## config.mk

```make
export PLATFORM = sky130hd
export DESIGN_NAME = vram_arbiter
export DESIGN_NICKNAME = d
export VERILOG_FILES = /design/src/rtl/vram_arbiter_pkg.sv /design/src/rtl/vram_arbiter_sat_cnt.sv /design/src/rtl/vram_arbiter.sv
export SDC_FILE = /design/constraint.sdc
export NUM_CORES = 1
export LEC_CHECK = 0
export BUFFER_PORTS_ARGS = -buffer_cell sky130_fd_sc_hd__buf_2
export CELL_PAD_IN_SITES_DETAIL_PLACEMENT = 1
export CELL_PAD_IN_SITES_GLOBAL_PLACEMENT = 2
export CORE_UTILIZATION = 25
export CTS_CLUSTER_DIAMETER = 150
export DETAILED_ROUTE_END_ITERATION = 16
export GPL_TIMING_DRIVEN = 0
export HOLD_SLACK_MARGIN = 0.03
export PLACE_DENSITY_LB_ADDON = 0.1
export REMOVE_ABC_BUFFERS = 1
export SYNTH_ARGS = -nofsm -noshare
export SYNTH_HDL_FRONTEND = slang
export SYNTH_SLANG_ARGS = --single-unit
export TNS_END_PERCENT = 50
```

## constraint.sdc

```tcl
create_clock -name clk -period 2.37 [get_ports clk]
set_input_delay 0.1185 -clock clk [delete_from_list [all_inputs] [get_ports clk]]
set_output_delay 0.1185 -clock clk [all_outputs]
set_load 0.05 [all_outputs]
```

## src/rtl/vram_arbiter_pkg.sv

```systemverilog
// Shared types and defaults for the VRAM arbiter: port owner, CPU handshake state, pre-emption limit.
package vram_arbiter_pkg;

  localparam int MAX_WAIT_DEFAULT = 4;

  typedef enum logic [1:0] {
    OWN_NONE,
    OWN_VID,
    OWN_CPU
  } owner_e;

  typedef enum logic [1:0] {
    C_IDLE,
    C_WAIT,
    C_ACK
  } cpu_state_e;

endpackage

```

## src/rtl/vram_arbiter_sat_cnt.sv

```systemverilog
// Saturating up-counter with synchronous clear; clear wins over increment, holds at MAX.
module vram_arbiter_sat_cnt #(
  parameter int          W   = 8,
  parameter int unsigned MAX = 2**W - 1
) (
  input  logic         clk,
  input  logic         reset,
  input  logic         clr_i,
  input  logic         inc_i,
  output logic [W-1:0] cnt_o
);

  localparam logic [W-1:0] MAX_C = W'(MAX);

  logic [W-1:0] cnt_q, cnt_d;

  always_comb begin
    cnt_d = cnt_q;
    if (clr_i) begin
      cnt_d = '0;
    end else if (inc_i && (cnt_q != MAX_C)) begin
      cnt_d = cnt_q + W'(1);
    end
  end

  always_ff @(posedge clk) begin
    if (reset) begin
      cnt_q <= '0;
    end else begin
      cnt_q <= cnt_d;
    end
  end

  assign cnt_o = cnt_q;

endmodule

```

## src/rtl/vram_arbiter.sv

```systemverilog
// Single-port VRAM shared by video (priority, denied reads are dropped) and CPU (req/ack, pre-empts after MAX_WAIT denials).
// Read data arrives 1 cycle after grant; stat counters exist only with VRAM_ARBITER_STATS_EN defined.
module vram_arbiter
  import vram_arbiter_pkg::*;
#(
  parameter int MAX_WAIT = MAX_WAIT_DEFAULT
) (
  input  logic        clk,
  input  logic        reset,
  input  logic        cpu_req,
  input  logic        cpu_we,
  input  logic [11:0] cpu_addr,
  input  logic [7:0]  cpu_din,
  output logic [7:0]  cpu_dout,
  output logic        cpu_ack,
  input  logic        vid_req,
  input  logic [11:0] vid_addr,
  output logic [7:0]  vid_dout,
  output logic        vid_valid,
  output logic        vid_drop,
  output logic [11:0] ram_addr,
  output logic        ram_we,
  output logic [7:0]  ram_wdata,
  input  logic [7:0]  ram_rdata,
  output logic [15:0] stat_conflicts,
  output logic [7:0]  stat_drops
);

  localparam logic [2:0] WAIT_MAX = 3'(MAX_WAIT);

  cpu_state_e  state_q;
  owner_e      own;
  logic        lock_q;
  logic        cpu_ack_q, we_q;
  logic        vid_valid_q, vid_drop_q;
  logic [7:0]  cpu_dout_q, vid_dout_q;
  logic [11:0] addr_q;
  logic [2:0]  wait_cnt;
  logic        cpu_pend, cpu_force;

  // A served request stays locked out until cpu_req is seen low, so holding
  // the line past the ack never turns into a second access.
  assign cpu_pend  = cpu_req && !lock_q && !reset;
  assign cpu_force = cpu_pend && (wait_cnt == WAIT_MAX);

  always_comb begin
    own = OWN_NONE;
    if (!reset) begin
      if (vid_req && !cpu_force) begin
        own = OWN_VID;
      end else if (cpu_pend) begin
        own = OWN_CPU;
      end
    end
  end

  always_comb begin
    ram_addr  = addr_q;
    ram_we    = 1'b0;
    ram_wdata = 8'h00;
    case (own)
      OWN_VID: ram_addr = vid_addr;
      OWN_CPU: begin
        ram_addr  = cpu_addr;
        ram_we    = cpu_we;
        ram_wdata = cpu_din;
      end
      default: ;
    endcase
  end

  always_ff @(posedge clk) begin
    if (reset) begin
      addr_q      <= 12'h000;
      vid_valid_q <= 1'b0;
      vid_drop_q  <= 1'b0;
      vid_dout_q  <= 8'h00;
    end else begin
      if (own != OWN_NONE) addr_q <= ram_addr;
      vid_valid_q <= (own == OWN_VID);
      vid_drop_q  <= vid_req && (own != OWN_VID);
      if (vid_valid_q) vid_dout_q <= ram_rdata;
    end
  end

  always_ff @(posedge clk) begin
    if (reset) begin
      state_q    <= C_IDLE;
      cpu_ack_q  <= 1'b0;
      lock_q     <= 1'b0;
      we_q       <= 1'b0;
      cpu_dout_q <= 8'h00;
    end else begin
      cpu_ack_q <= 1'b0;
      if (own == OWN_CPU) begin
        lock_q <= 1'b1;
      end else if (!cpu_req) begin
        lock_q <= 1'b0;
      end
      case (state_q)
        C_IDLE: begin
          if (own == OWN_CPU) begin
            state_q   <= C_ACK;
            cpu_ack_q <= 1'b1;
            we_q      <= cpu_we;
          end else if (cpu_pend) begin
            state_q <= C_WAIT;
          end
        end
        C_WAIT: begin
          if (own == OWN_CPU) begin
            state_q   <= C_ACK;
            cpu_ack_q <= 1'b1;
            we_q      <= cpu_we;
          end else if (!cpu_req) begin
            state_q <= C_IDLE;
          end
        end
        C_ACK: begin
          state_q <= C_IDLE;
          if (!we_q) cpu_dout_q <= ram_rdata;
        end
        default: state_q <= C_IDLE;
      endcase
    end
  end

  // Reset masks pulses already registered from the cycle before it.
  assign cpu_ack   = cpu_ack_q && !reset;
  assign vid_valid = vid_valid_q && !reset;
  assign vid_drop  = vid_drop_q && !reset;
  assign cpu_dout  = (cpu_ack && !we_q) ? ram_rdata : cpu_dout_q;
  assign vid_dout  = vid_valid ? ram_rdata : vid_dout_q;

  vram_arbiter_sat_cnt #(.W(3), .MAX(MAX_WAIT)) u_wait_cnt (
    .clk   (clk),
    .reset (reset),
    .clr_i ((own == OWN_CPU) || !cpu_pend),
    .inc_i (cpu_pend && (own != OWN_CPU)),
    .cnt_o (wait_cnt)
  );

`ifdef VRAM_ARBITER_STATS_EN
  vram_arbiter_sat_cnt #(.W(16)) u_conflicts (
    .clk   (clk),
    .reset (reset),
    .clr_i (1'b0),
    .inc_i (vid_req && cpu_req),
    .cnt_o (stat_conflicts)
  );

  vram_arbiter_sat_cnt #(.W(8)) u_drops (
    .clk   (clk),
    .reset (reset),
    .clr_i (1'b0),
    .inc_i (vid_req && (own != OWN_VID)),
    .cnt_o (stat_drops)
  );
`else
  assign stat_conflicts = 16'h0000;
  assign stat_drops     = 8'h00;
`endif

endmodule

```

==> results.txt, run 1 <==
----------------------------------------------------
[Clocking]
  Clock latency reported for the late side of the worst-skew pair ... 0.29 ns
  Buffer levels on the longest clock path ... 2
  Total of hold buffers inserted after clock tree synthesis ... 0
  TritonCTS Buffers ... 5
  Num Clock Sinks ... 38
  CTS clk-pin slew, worst paths ... 0.07 ns
  Clock tree from TritonCTS ... built
  Clock tree root driver cell ... sky130_fd_sc_hd__clkbuf_8
  Htree depth ... 2

[Critical path]
  Worst EP arrival ... between 2 and 2.5 ns
  Critical path buffers and inverters ... 3
  Depth of the most critical reg-to-reg path ... 10
  Worst setup SP type ... flip-flop
  Top delay family on crit path ... buffers and inverters
  Worst R2R Start ... u_wait_cnt.cnt_o[0]$_SDFFE_PP0P_
  Cell at the slowest stage of the critical path ... sky130_fd_sc_hd__dfxtp_2
  Worst path max stage delay ... between 0.3 and 0.4 ns
  WP depth ... 8
  End of the worst register-to-register path ... u_wait_cnt.cnt_o[2]$_SDFFE_PP0P_
  Worst-path maximum fanout ... 13
  Data required time at the worst endpoint ... 2.25 ns
  Crit end category ... output pin
  Type of the worst setup path ... flip-flop to output pin
  Setup slack on the worst flop-to-flop path ... roughly 0.30 ns
  Worst setup path startpoint ... u_wait_cnt.cnt_o[0]$_SDFFE_PP0P_
  End point of the critical path ... ram_addr[6]
  Critical Path Most Common Cell ... sky130_fd_sc_hd__ha_4
  Crit-path cells ... inv_1, ha_4, a21bo_2, nand3_4, ha_4, buf_6, o21ai_1, buf_4

[Floorplanning]
  Die Outline Area ... around 9000 µm²
  Number of top-level pins ... roughly 110
  Count of standard-cell rows ... 33
  Chip width ... between 90 and 100 µm
  Initial Utilization ... between 20% and 30%
  Core Footprint ... 8300 µm²
  Die boundary height ... around 95 µm

[Timing]
  Final hold violations ... 0
  Worst setup skew after layout ... 0.00209 ns
  Min Tclk post-route ... around 2.2 ns
  Setup TNS ... 0 ns
  Max Freq ... between 400 and 500 MHz
  Unrepaired setup endpoints after global routing ... no
  Worst setup margin ... between 0.1 and 0.15 ns
  Tightest Pin Transition ... approximately 0.9 ns
  Portion of the clock cycle consumed by the worst path in the final layout ... between 90 and 100%
  Headroom to the max-slew limit ... 40.8%
  Final-report max-slew violation count ... 0
  Final setup violation count ... 0
  Worst Hold Margin ... roughly 0.11 ns

[Power]
  Clock share of power ... roughly 33%
  Pint ... 0.00111 W
  Switching Fraction ... 33.1%
  Worst voltage drop across the vdd grid ... 0.200 mV
  Sequential share of power ... roughly two fifths
  Static Leak ... approximately 1.3 nW
  Switching component of the power ... about 0.00055 W
  Power per standard cell area ... 577 nW/µm²
  Post-route total power ... 0.00166 W
  Share of power burned in combinational logic ... around a quarter

[Final layout]
  Antenna fix cells ... 0
  Number of standard cells in the layout, taps in and fillers out ... about 420
  Proportion of layout cells with a drive suffix above 1 ... 41.4%
  Number of nets in the layout ... between 300 and 400
  Area added between synthesis and finish ... 31.9%

[Placed design]
  Minimum setup slack after placement ... -0.376 ns
  DP Cell Count ... just over 400
  HPWL after detailed placement ... 3830 µm
  Gp weighted congestion ... 0.716
  PortBufs ... 84

[Synth]
  Yosys top cell area share ... 35.0%
  Synth async-reset ratio ... 0%
  Count leader, synth ... sky130_fd_sc_hd__dfxtp_1
  Number of enable-type register cells in the synthesized netlist ... 0
  Flop and latch count out of synthesis ... 38
  Number of distinct library cells after synthesis ... 39
  Sequential area share after synthesis ... between 30% and 40%
  Flip-flop cell with the highest count after synthesis ... sky130_fd_sc_hd__dfxtp_1
  Top cell type by total area after synthesis ... sky130_fd_sc_hd__dfxtp_1
  Top cells by area in the synthesized netlist ... sky130_fd_sc_hd__dfxtp_1, sky130_fd_sc_hd__buf_4, sky130_fd_sc_hd__mux2i_1
  Ys Warns ... 0
  Syn Inst Count ... ~230
  Syn Std Cell Area ... 2170 µm²
  Per-instance average area after synthesis ... just over 9 µm²
  Top cell types by occurrence after synthesis ... sky130_fd_sc_hd__dfxtp_1, sky130_fd_sc_hd__buf_4, sky130_fd_sc_hd__nor2_1, sky130_fd_sc_hd__nand2_1, sky130_fd_sc_hd__mux2i_1

[Run]
  Max-cap viol count ... 0

[GRT]
  Total GRT Usage ... around an eighth
  Number of global-route vias before repair ... between 1500 and 2000
  Initial antenna violation count ... 0
  First-pass GRT wire length ... 8570 µm
  Total congestion overflow ... 0
  Maximum number of pins on one net before global-route repair ... 29

[Routing]
  Vias per cell ... 4.46
  Wire length per cell ... about 13 µm
  First drt pass iteration count ... 4
  Detailed-route wire length ... between 5000 and 6000 µm
  Detailed router's first-iteration violation count ... 26
  Post-route antenna net violation count ... 0
  Number of vias in the routed layout ... 1867
  Detailed-route DRC error count ... 0

[Outcome]
  Status ... completed

[Worst hold path]
  Startpoint of the tightest hold check path ... ram_rdata[4]
  Classification of the worst-slack hold path ... input pin to flip-flop

----------------------------------------------------
-- state kept, by name, indices dropped and copies added, names as in the netlist --
name / cells
addr_q: 12
cpu_dout_q: 8
vid_dout_q: 8
u_wait_cnt.cnt_o: 3
state_q: 2
cpu_ack_q: 1
lock_q: 1
vid_drop_q: 1
vid_valid_q: 1
we_q: 1
-- cell type report --
cell class              count  area (µm²)
inverters                   6        22.5
clock inverters             1        30.0
flip-flops and latches     38         763
well taps                 105         131
fillers                   998        5430
repair buffers             87         537
clock buffers               7        76.3
multi-input cells         175        1310
-- worst min path at each step --
stage | slack [ns] | endpoint | cells after the start
floorplan | 0.19 | lock_q$_SDFFE_PP0P_ | 1
global placement | 0.41 | vid_dout_q[4]$_SDFFE_PP0P_ | 3
detailed placement | 0.41 | vid_dout_q[4]$_SDFFE_PP0P_ | 3
CTS | 0.10 | vid_dout_q[4]$_SDFFE_PP0P_ | 3
global route | 0.13 | cpu_dout_q[1]$_SDFFE_PP0P_ | 3
finish | 0.11 | vid_dout_q[4]$_SDFFE_PP0P_ | 3
-- cell families (layout without fill, tap and decap cells) --
group,Yosys count,after routing,share of synthesized area (%)
buffers and inverters,44,101,13.9
flip-flops,38,38,35.0
AND/OR/NAND/NOR,68,68,16.2
adder cells (fa/ha/maj),4,4,2.30
XOR/XNOR,1,1,0.403
other,1,24,0.172
multiplexers,32,32,17.0
AO/OA/AOI/OAI,46,46,15.0
-- per-stage QoR --
stage,cell area (µm²),util (%)
global route,2870,34.6
finish,2870,34.6
floorplan,1980,-
global placement,2530,30.5
detailed placement,2540,30.6
CTS,2690,32.5
-- worst min-delay path, delay by kind of cell --
| kind | cells | cell delay, ns |
|---|---|---|
| buf+inv | 1 | 0.11 |
| mux | 1 | 0.07 |
| simple gates | 1 | 0.07 |
-- layer usage --
layer / track usage [%] / wire, µm / vias to the layer above
li1: - / - / 916
met1: 15.4 / 2540 / 863
met2: 20.1 / 2550 / 81
met3: 4.07 / 448 / 7
met4: 4.17 / 74 / 0
met5: 0 / 0 / -
-- cells in the final DEF (no fill, tap or decap), types with 4 or more instances in the layout --
master | netlist | routed
sky130_fd_sc_hd__clkbuf_8 | 0 | 5
sky130_fd_sc_hd__a22o_1 | 12 | 12
sky130_fd_sc_hd__mux2_4 | 8 | 8
sky130_fd_sc_hd__a22oi_1 | 12 | 7
sky130_fd_sc_hd__mux2_1 | 8 | 8
sky130_fd_sc_hd__inv_1 | 5 | 5
sky130_fd_sc_hd__a21oi_1 | 4 | 4
sky130_fd_sc_hd__nor2_1 | 23 | 23
sky130_fd_sc_hd__clkbuf_4 | 0 | 6
sky130_fd_sc_hd__buf_6 | 4 | 11
sky130_fd_sc_hd__and2_1 | 9 | 9
sky130_fd_sc_hd__buf_2 | 4 | 66
sky130_fd_sc_hd__o21ai_2 | 0 | 7
sky130_fd_sc_hd__mux2i_1 | 16 | 16
sky130_fd_sc_hd__o21ai_1 | 10 | 5
sky130_fd_sc_hd__conb_1 | 1 | 24
sky130_fd_sc_hd__nand2_1 | 19 | 19
sky130_fd_sc_hd__dfxtp_1 | 38 | 36
sky130_fd_sc_hd__a22oi_2 | 0 | 5
-- timing repair --
action / 4_1_cts / 5_1_grt
endpoints found under the setup margin: 43 / 21
setup buffers: 1 / 2
gates resized for setup: 10 / 56
pin swaps: 0 / 2
-- power groups by stage --
stage | clock [W] | sequential (W) | combinational, W
after floorplan | 0 | 0.000686 | 0.000290
after global placement | 0 | 0.000690 | 0.000390
after detailed placement | 0 | 0.000691 | 0.000392
after CTS | 0.000570 | 0.000676 | 0.000405
after global routing | 0.000600 | 0.000679 | 0.000469
final | 0.000542 | 0.000676 | 0.000437
Note: power is estimated with default switching activity, not from simulation.
==> inputs of run 2 (changes only) <==
ABC_AREA = 1   (was not set)
CORE_UTILIZATION = 24   (was 25)
SYNTH_HIERARCHICAL = 1   (was not set)
==> run 2 against run 1 <==
  * Synthesized cell count is 47% higher
  * Sequential power is 1% higher
  * Highest routed layer unchanged
  * Largest cell class unchanged
  * Clock skew is 0.0043 ns higher
  * Design area is 4.6% higher
  * Combinational power is 33% higher
==> results.txt, run 2 <==
----------------------------------------------------
[Placed design]
  Dpl cell area ... 2760 µm² (+8.6%)
  DP Cell Count ... 541 (+33%)
  Gp weighted congestion ... 0.715 (-0.25%)
  HPWL after detailed placement ... 4450 µm (+16%)
  PortBufs ... 84 (unchanged)
  Minimum setup slack after placement ... -0.424 ns (-0.0480 ns)

[Synth]
  Count leader, synth ... sky130_fd_sc_hd__nand2_1
  Ys Warns ... 6 (+6)
  Number of enable-type register cells in the synthesized netlist ... 0 (unchanged)
  Top cell type by total area after synthesis ... sky130_fd_sc_hd__dfxtp_1
  XOR/XNOR Fraction of Synth Area ... 0% (-0.40 points)
  Share of cell area taken by muxes after synthesis ... 0% (-17 points)
  Synth async-reset ratio ... 0% (unchanged)
  Top cell types by occurrence after synthesis ... sky130_fd_sc_hd__nand2_1, sky130_fd_sc_hd__inv_1, sky130_fd_sc_hd__dfxtp_1, sky130_fd_sc_hd__nor2_1, sky130_fd_sc_hd__buf_4
  Flop and latch count out of synthesis ... 38 (unchanged)
  Post-synthesis share of cell area spent on and, or, nand and nor gates ... 28.5% (+12 points)
  Syn Inst Count ... 344 (+47%)
  Synth Area in Adders ... 2.63% (+0.33 points)
  Flip-flop cell with the highest count after synthesis ... sky130_fd_sc_hd__dfxtp_1
  Syn Std Cell Area ... 2380 µm² (+9.5%)
  Share of the synthesized area in compound gates (AO/OA/AOI/OAI) ... 16.0% (+0.96 points)
  Top cells by area in the synthesized netlist ... sky130_fd_sc_hd__dfxtp_1, sky130_fd_sc_hd__nand2_1, sky130_fd_sc_hd__buf_4
  Per-instance average area after synthesis ... 6.92 µm² (-26%)
  Number of distinct library cells after synthesis ... 27 (-31%)
  Yosys top cell area share ... 31.9% (-3.0 points)
  Dominant combinational cell family by area after synthesis ... simple AND/OR/NAND/NOR gates
  Sequential area share after synthesis ... 31.9% (-3.0 points)

[Worst hold path]
  Startpoint of the tightest hold check path ... cpu_we
  Classification of the worst-slack hold path ... input pin to flip-flop
  Hold path cells ... 3 (unchanged)
  Destination of the worst hold path ... we_q$_SDFFE_PP0P_

[Final layout]
  Antenna fix cells ... 0 (unchanged)
  Number of nets in the layout ... 471 (+30%)
  Proportion of layout cells with a drive suffix above 1 ... 33.6% (-7.8 points)
  Area added between synthesis and finish ... 26.1%
  Largest register FFs ... 12 (unchanged)
  Number of standard cells in the layout, taps in and fillers out ... 551 (+32%)
  End-of-flow core utilization ... 31.9% (-2.7 points)
  Top reg by flops ... addr_q
  Most common cell after layout, fill and taps aside ... sky130_fd_sc_hd__buf_2
  Finished layout cell area ... 3000 µm² (+4.6%)
  Most frequent cells in the layout ... sky130_fd_sc_hd__buf_2, sky130_fd_sc_hd__nand2_1, sky130_fd_sc_hd__inv_1
  Biggest regs ... addr_q x12, cpu_dout_q x8, vid_dout_q x8

[Floorplanning]
  Chip width ... 102 µm (+6.7%)
  Core Footprint ... 9420 µm² (+13%)
  Die boundary height ... 102 µm (+6.7%)
  Number of top-level pins ... 109 (unchanged)
  Initial Utilization ... 25.3% (-0.91 points)
  Die Outline Area ... 10300 µm² (+14%)
  Count of standard-cell rows ... 35 (+6.1%)

[Routing]
  Detailed router's first-iteration violation count ... 35 (+35%)
  Wire length per cell ... 11.4 µm (-15%)
  Detailed-route DRC error count ... 0 (unchanged)
  Detailed-route wire length ... 6270 µm (+12%)
  Number of vias in the routed layout ... 2269 (+22%)
  Vias per cell ... 4.12 (-7.6%)
  First drt pass iteration count ... 6 (+2)
  Post-route antenna net violation count ... 0 (unchanged)

[Power]
  Static Leak ... 1.55 nW (+22%)
  Power per standard cell area ... 584 nW/µm² (+1.2%)
  Worst voltage drop across the vdd grid ... 0.214 mV (+7.1%)

[GRT]
  Maximum number of pins on one net before global-route repair ... 33 (+14%)
  First-pass GRT wire length ... 9990 µm (+17%)
  Initial antenna violation count ... 0 (unchanged)
  Total congestion overflow ... 0 (unchanged)
  Number of global-route vias before repair ... 2151 (+23%)
  Total GRT Usage ... 12.5% (+0.036 points)

[Critical path]
  Critical Path Most Common Cell ... sky130_fd_sc_hd__inv_1
  Depth of the most critical reg-to-reg path ... 10 (unchanged)
  Type of the worst setup path ... flip-flop to output pin
  Setup slack on the worst flop-to-flop path ... 0.28 ns (-0.02 ns)
  Crit end category ... output pin
  Data required time at the worst endpoint ... 2.25 ns (about the same)
  End of the worst register-to-register path ... u_wait_cnt/cnt_o[2]$_SDFFE_PP0P_
  Cell at the slowest stage of the critical path ... sky130_fd_sc_hd__dfxtp_2
  Worst path max stage delay ... 0.36 ns (about the same)
  Crit-path cells ... inv_1, nor3_2, nand2_1, nand3_4, inv_2, ha_4, inv_8, or2_2, nand2_2, inv_1, buf_6
  Worst setup SP type ... flip-flop
  Worst EP arrival ... 2.13 ns (+0.02 ns)
  Worst-path maximum fanout ... 24 (+11)
  Worst setup path startpoint ... u_wait_cnt/cnt_o[2]$_SDFFE_PP0P_
  Worst R2R Start ... u_wait_cnt/cnt_o[0]$_SDFFE_PP0P_

[Clocking]
  Clock tree root driver cell ... sky130_fd_sc_hd__clkbuf_8
  Num Clock Sinks ... 38 (unchanged)
  Clock tree from TritonCTS ... built
  Clock latency reported for the late side of the worst-skew pair ... 0.30 ns (about the same)
  Buffer levels on the longest clock path ... 2 (unchanged)
  Htree depth ... 2 (unchanged)
  CTS clk-pin slew, worst paths ... 0.08 ns (about the same)
  TritonCTS Buffers ... 5 (unchanged)

[Timing]
  Tightest Pin Transition ... 0.654 ns (-0.231 ns)
  Final setup violation count ... 0 (unchanged)
  Final hold violations ... 0 (unchanged)
  Final-report max-slew violation count ... 0 (unchanged)
  Worst Hold Margin ... 0.0609 ns (-0.0493 ns)
  Min Tclk post-route ... 2.25 ns (+0.0227 ns)
  Portion of the clock cycle consumed by the worst path in the final layout ... 94.9% (+0.96 points)
  Worst setup margin ... 0.120 ns (-0.0227 ns)
  Unrepaired setup endpoints after global routing ... yes
  Worst setup skew after layout ... 0.00639 ns (+0.00430 ns)
  Headroom to the max-slew limit ... 56.4% (+16 points)
  Max Freq ... 444 MHz (-1.0%)

[Outcome]
  Status ... completed

[Run]
  Max-cap viol count ... 0 (unchanged)

----------------------------------------------------
[run 2: layout make-up]
type	count	area, µm²
inverters	53	214
well taps	129	161
clock inverters	2	12.5
fillers	1242	6410
clock buffers	6	82.6
multi-input cells	237	1260
flip-flops and latches	38	762
repair buffers	86	505
[run 2: worst max path at each step]
| stage | to | slack, ns |
|---|---|---|
| 6_report | ram_addr[9] | 0.12 |
| 5_1_grt | ram_addr[10] | -0.04 |
| 4_1_cts | ram_addr[9] | 0.03 |
| 3_5_place_dp | ram_addr[4] | -0.42 |
| 3_3_place_gp | ram_addr[9] | -0.42 |
| 2_1_floorplan | ram_addr[0] | 0.42 |
[run 2: critical path: cells and delay by family (launching register included)]
kind                     cells  cell delay (ns)
adder cells (fa/ha/maj)      1             0.29
buffers and inverters        5             0.35
flip-flops                   1             0.36
AND/OR/NAND/NOR              5             0.83
[run 2: through the flow]
stage / TNS, ns / total power, W
after floorplan: 0 / 0.00110
after global placement: -9.31 / 0.00123
after detailed placement: -9.97 / 0.00123
after CTS: 0 / 0.00174
after global routing: -0.137 / 0.00186
final: 0 / 0.00175
[run 2: report_power, final]
group / internal (W) / total (W) / switching [W]
Clock: 0.000234 / 0.000487 / 0.000252
Sequential: 0.000670 / 0.000684 / 0.0000141
Combinational: 0.000163 / 0.000582 / 0.000418
Total: 0.00107 / 0.00175 / 0.000685
[run 2: what timing repair did]
item / CTS / global route
gates cloned: 0 / 0
setup buffers: 0 / 2
setup endpoints to repair: 24 / 12
resized for setup: 8 / 43
hold buffers: 0 / 0
pin swaps: 0 / 4
[run 2: cells by family (layout without fill, tap and decap cells)]
group / after synthesis / count (layout)
AND/OR/NAND/NOR: 147 / 147
buffers and inverters: 92 / 147
AO/OA/AOI/OAI: 61 / 61
flip-flops: 38 / 38
adder cells (fa/ha/maj): 5 / 5
other: 1 / 24
[run 2: metal layers]
metal	wire, µm	vias up	GRT usage (%)
li1	-	1168	-
met1	2810	1031	14.3
met2	3020	64	22.3
met3	379	6	3.86
met4	56	0	3.34
met5	0	-	0
==> inputs of run 3 (changes only) <==
ABC_AREA = not set   (was 1)
CORE_UTILIZATION = 25   (was 24)
SLEW_MARGIN = 30   (was not set)
==> run 3 against run 2 <==
  * Via count fell by 16%
  * Global-route usage rose by 0.37 points
  * Clock power rose by 17%
  * Sequential cell count did not move
  * Power fell by 2.7%
  * Sequential share of layout area rose by 0.50 points
  * Synthesized cell count fell by 27%
  * Worst setup slack got worse by 0.075 ns
  * Routed wire length fell by 5.9%
  * Utilization rose by 2.1 points
  * Worst hold slack improved by 0.020 ns
  * Largest cell class unchanged
==> results.txt, run 3 <==
----------------------------------------------------
[Critical path]
  Data required time at the worst endpoint ... 2.25 ns (about the same)
  Critical Path Most Common Cell ... sky130_fd_sc_hd__buf_6
  Cell at the slowest stage of the critical path ... sky130_fd_sc_hd__or3b_4
  Top delay family on crit path ... simple AND/OR/NAND/NOR gates
  Crit end category ... output pin
  Crit-path cells ... or3b_4, a21oi_4, inv_2, ha_4, buf_6, mux2_2, buf_6
  Setup slack on the worst flop-to-flop path ... 0.16 ns (-0.12 ns)
  Type of the worst setup path ... flip-flop to output pin
  Worst EP arrival ... 2.21 ns (+0.08 ns)
  Worst setup SP type ... flip-flop
  Critical path buffers and inverters ... 3 (-2)
  Depth of the most critical reg-to-reg path ... 8 (-2)
  End of the worst register-to-register path ... u_wait_cnt/cnt_o[1]$_SDFFE_PP0P_
  Worst R2R Start ... u_wait_cnt/cnt_o[2]$_SDFFE_PP0P_
  Worst-path maximum fanout ... 7 (-71%)
  Worst path max stage delay ... 0.43 ns (+0.07 ns)

[Timing]
  Worst setup margin ... 0.0447 ns (-0.0754 ns)
  Tightest Pin Transition ... 0.782 ns (+0.128 ns)
  Unrepaired setup endpoints after global routing ... yes
  Final setup violation count ... 0 (unchanged)
  Worst setup skew after layout ... 0.00891 ns (+0.00252 ns)
  Final-report max-slew violation count ... 0 (unchanged)
  Max Freq ... 430 MHz (-3.2%)
  Headroom to the max-slew limit ... 47.8% (-8.6 points)
  Final hold violations ... 0 (unchanged)
  Min Tclk post-route ... 2.33 ns (+0.0754 ns)
  Portion of the clock cycle consumed by the worst path in the final layout ... 98.1% (+3.2 points)
  Worst Hold Margin ... 0.0812 ns (+0.0203 ns)
  Setup TNS ... 0 ns (unchanged)

[Routing]
  Vias per cell ... 4.32 (+5.0%)
  Post-route antenna net violation count ... 0 (unchanged)
  Detailed router's first-iteration violation count ... 49 (+40%)
  Detailed-route wire length ... 5900 µm (-5.9%)
  Wire length per cell ... 13.3 µm (+17%)
  Detailed-route DRC error count ... 0 (unchanged)
  First drt pass iteration count ... 2 (-4)
  Number of vias in the routed layout ... 1915 (-16%)

[GRT]
  Initial antenna violation count ... 0 (unchanged)
  Total congestion overflow ... 0 (unchanged)
  First-pass GRT wire length ... 9680 µm (-3.1%)
  Number of global-route vias before repair ... 1920 (-11%)
  Total GRT Usage ... 12.8% (+0.37 points)
  Maximum number of pins on one net before global-route repair ... 46 (+39%)

[Final layout]
  Area added between synthesis and finish ... 31.9%
  Proportion of layout cells with a drive suffix above 1 ... 44.2% (+11 points)
  Antenna fix cells ... 0 (unchanged)
  Top reg by flops ... addr_q
  Number of nets in the layout ... 384 (-18%)
  Largest register FFs ... 12 (unchanged)
  Number of standard cells in the layout, taps in and fillers out ... 443 (-20%)
  Most frequent cells in the layout ... sky130_fd_sc_hd__buf_2, sky130_fd_sc_hd__nor2_1, sky130_fd_sc_hd__dfxtp_1
  Biggest regs ... addr_q x12, cpu_dout_q x8, vid_dout_q x8
  Most common cell after layout, fill and taps aside ... sky130_fd_sc_hd__buf_2

[Placed design]
  Minimum setup slack after placement ... -0.915 ns (-0.491 ns)
  Gp weighted congestion ... 0.685 (-4.2%)
  DP Cell Count ... 427 (-21%)
  HPWL after detailed placement ... 3910 µm (-12%)
  PortBufs ... 84 (unchanged)

[Synth]
  Ys Warns ... 6 (unchanged)
  Yosys top cell area share ... 34.0% (+2.0 points)
  Number of distinct library cells after synthesis ... 28 (+3.7%)
  Flip-flop cell with the highest count after synthesis ... sky130_fd_sc_hd__dfxtp_1
  Top cell type by total area after synthesis ... sky130_fd_sc_hd__dfxtp_1
  Synth async-reset ratio ... 0% (unchanged)
  Syn Inst Count ... 251 (-27%)
  Sequential area share after synthesis ... 34.0% (+2.0 points)
  Number of enable-type register cells in the synthesized netlist ... 0 (unchanged)
  Top cells by area in the synthesized netlist ... sky130_fd_sc_hd__dfxtp_1, sky130_fd_sc_hd__mux2_2, sky130_fd_sc_hd__buf_4
  Per-instance average area after synthesis ... 8.92 µm² (+29%)
  Syn Std Cell Area ... 2240 µm² (-6.0%)
  Top cell types by occurrence after synthesis ... sky130_fd_sc_hd__dfxtp_1, sky130_fd_sc_hd__nor2_1, sky130_fd_sc_hd__mux2_2, sky130_fd_sc_hd__buf_4, sky130_fd_sc_hd__nand2_1
  Flop and latch count out of synthesis ... 38 (unchanged)

[Power]
  Worst voltage drop across the vdd grid ... 0.184 mV (-14%)
  Static Leak ... 1.37 nW (-12%)
  Power per standard cell area ... 577 nW/µm² (-1.1%)

[Clocking]
  Clock tree from TritonCTS ... built
  Total of hold buffers inserted after clock tree synthesis ... 0 (unchanged)
  Clock latency reported for the late side of the worst-skew pair ... 0.29 ns (about the same)
  Num Clock Sinks ... 38 (unchanged)
  Htree depth ... 2 (unchanged)
  CTS clk-pin slew, worst paths ... 0.09 ns (about the same)
  Clock tree root driver cell ... sky130_fd_sc_hd__clkbuf_8
  Buffer levels on the longest clock path ... 2 (unchanged)
  TritonCTS Buffers ... 5 (unchanged)

[Worst hold path]
  Hold path cells ... 3 (unchanged)
  Classification of the worst-slack hold path ... input pin to flip-flop
  Destination of the worst hold path ... cpu_dout_q[4]$_SDFFE_PP0P_
  Startpoint of the tightest hold check path ... ram_rdata[4]

[Floorplanning]
  Initial Utilization ... 25.8% (+0.50 points)
  Die Outline Area ... 9340 µm² (-9.6%)
  Chip width ... 96.6 µm (-4.9%)
  Count of standard-cell rows ... 34 (-2.9%)
  Core Footprint ... 8680 µm² (-7.8%)
  Die boundary height ... 96.6 µm (-4.9%)
  Number of top-level pins ... 109 (unchanged)

[Outcome]
  Status ... completed

[Run]
  Max-cap viol count ... 0 (unchanged)

----------------------------------------------------
-- run 3: kinds of logic (layout without fill, tap and decap cells) --
kind of cell | count (synthesis) | after routing | synth area share [%]
AO/OA/AOI/OAI | 25 | 25 | 7.88
adder cells (fa/ha/maj) | 5 | 5 | 2.79
AND/OR/NAND/NOR | 99 | 99 | 22.5
flip-flops | 38 | 38 | 34.0
buffers and inverters | 44 | 105 | 13.2
multiplexers | 39 | 39 | 19.5
other | 1 | 24 | 0.168
-- run 3: power by group --
part | leakage [nW] | switching [W] | internal [W]
Sequential | 0.310 | 0.0000152 | 0.000662
Clock | 0.0504 | 0.000255 | 0.000313
Combinational | 1.01 | 0.000308 | 0.000151
Total | 1.37 | 0.000578 | 0.00113
-- run 3: area by class of cell --
type / count / area, µm²
multi-input cells: 192 / 1330
inverters: 5 / 18.8
clock buffers: 5 / 68.8
clock inverters: 3 / 45.0
well taps: 108 / 135
fillers: 1042 / 5730
repair buffers: 92 / 592
flip-flops and latches: 38 / 764
-- run 3: metal layers --
layer  GRT usage (%)  vias up  routed length [µm]
met5               0        -                   0
met4            3.44        0                  63
met3            3.03        8                 331
met2            21.6       59                2830
met1            16.3      884                2670
li1                -      964                   -
-- run 3: worst min-delay path, cell delays in order --
cell                      delay, ns
sky130_fd_sc_hd__buf_2         0.12
sky130_fd_sc_hd__nand2_1       0.05
sky130_fd_sc_hd__a21oi_1       0.05
-- run 3: worst max path at each step --
stage,depth (start not counted),endpoint,from,slack (ns)
after global placement,9,u_wait_cnt/cnt_o[1]$_SDFFE_PP0P_,reset,-0.91
final,7,ram_addr[5],u_wait_cnt/cnt_o[0]$_SDFFE_PP0P_,0.04
after global routing,7,ram_addr[8],u_wait_cnt/cnt_o[0]$_SDFFE_PP0P_,-0.04
after CTS,7,ram_addr[1],u_wait_cnt/cnt_o[2]$_SDFFE_PP0P_,0.02
after detailed placement,9,u_wait_cnt/cnt_o[1]$_SDFFE_PP0P_,reset,-0.91
after floorplan,8,u_wait_cnt/cnt_o[0]$_SDFFE_PP0P_,u_wait_cnt/cnt_o[2]$_SDFFE_PP0P_,-0.06
-- run 3: timing repair --
action,4_1_cts,5_1_grt
resized for setup,42,14
setup buffers,5,3
pin swaps,2,4
hold endpoints to repair,0,0
setup endpoints to repair,47,22
-- run 3: metrics by stage --
step	util (%)	instance area, µm²	total power, W
6_report	34.0	2950	0.00170
5_1_grt	34.0	2950	0.00179
4_1_cts	33.2	2880	0.00173
3_5_place_dp	30.0	2600	0.00110
3_3_place_gp	30.0	2600	0.00110
2_1_floorplan	-	2050	0.000994
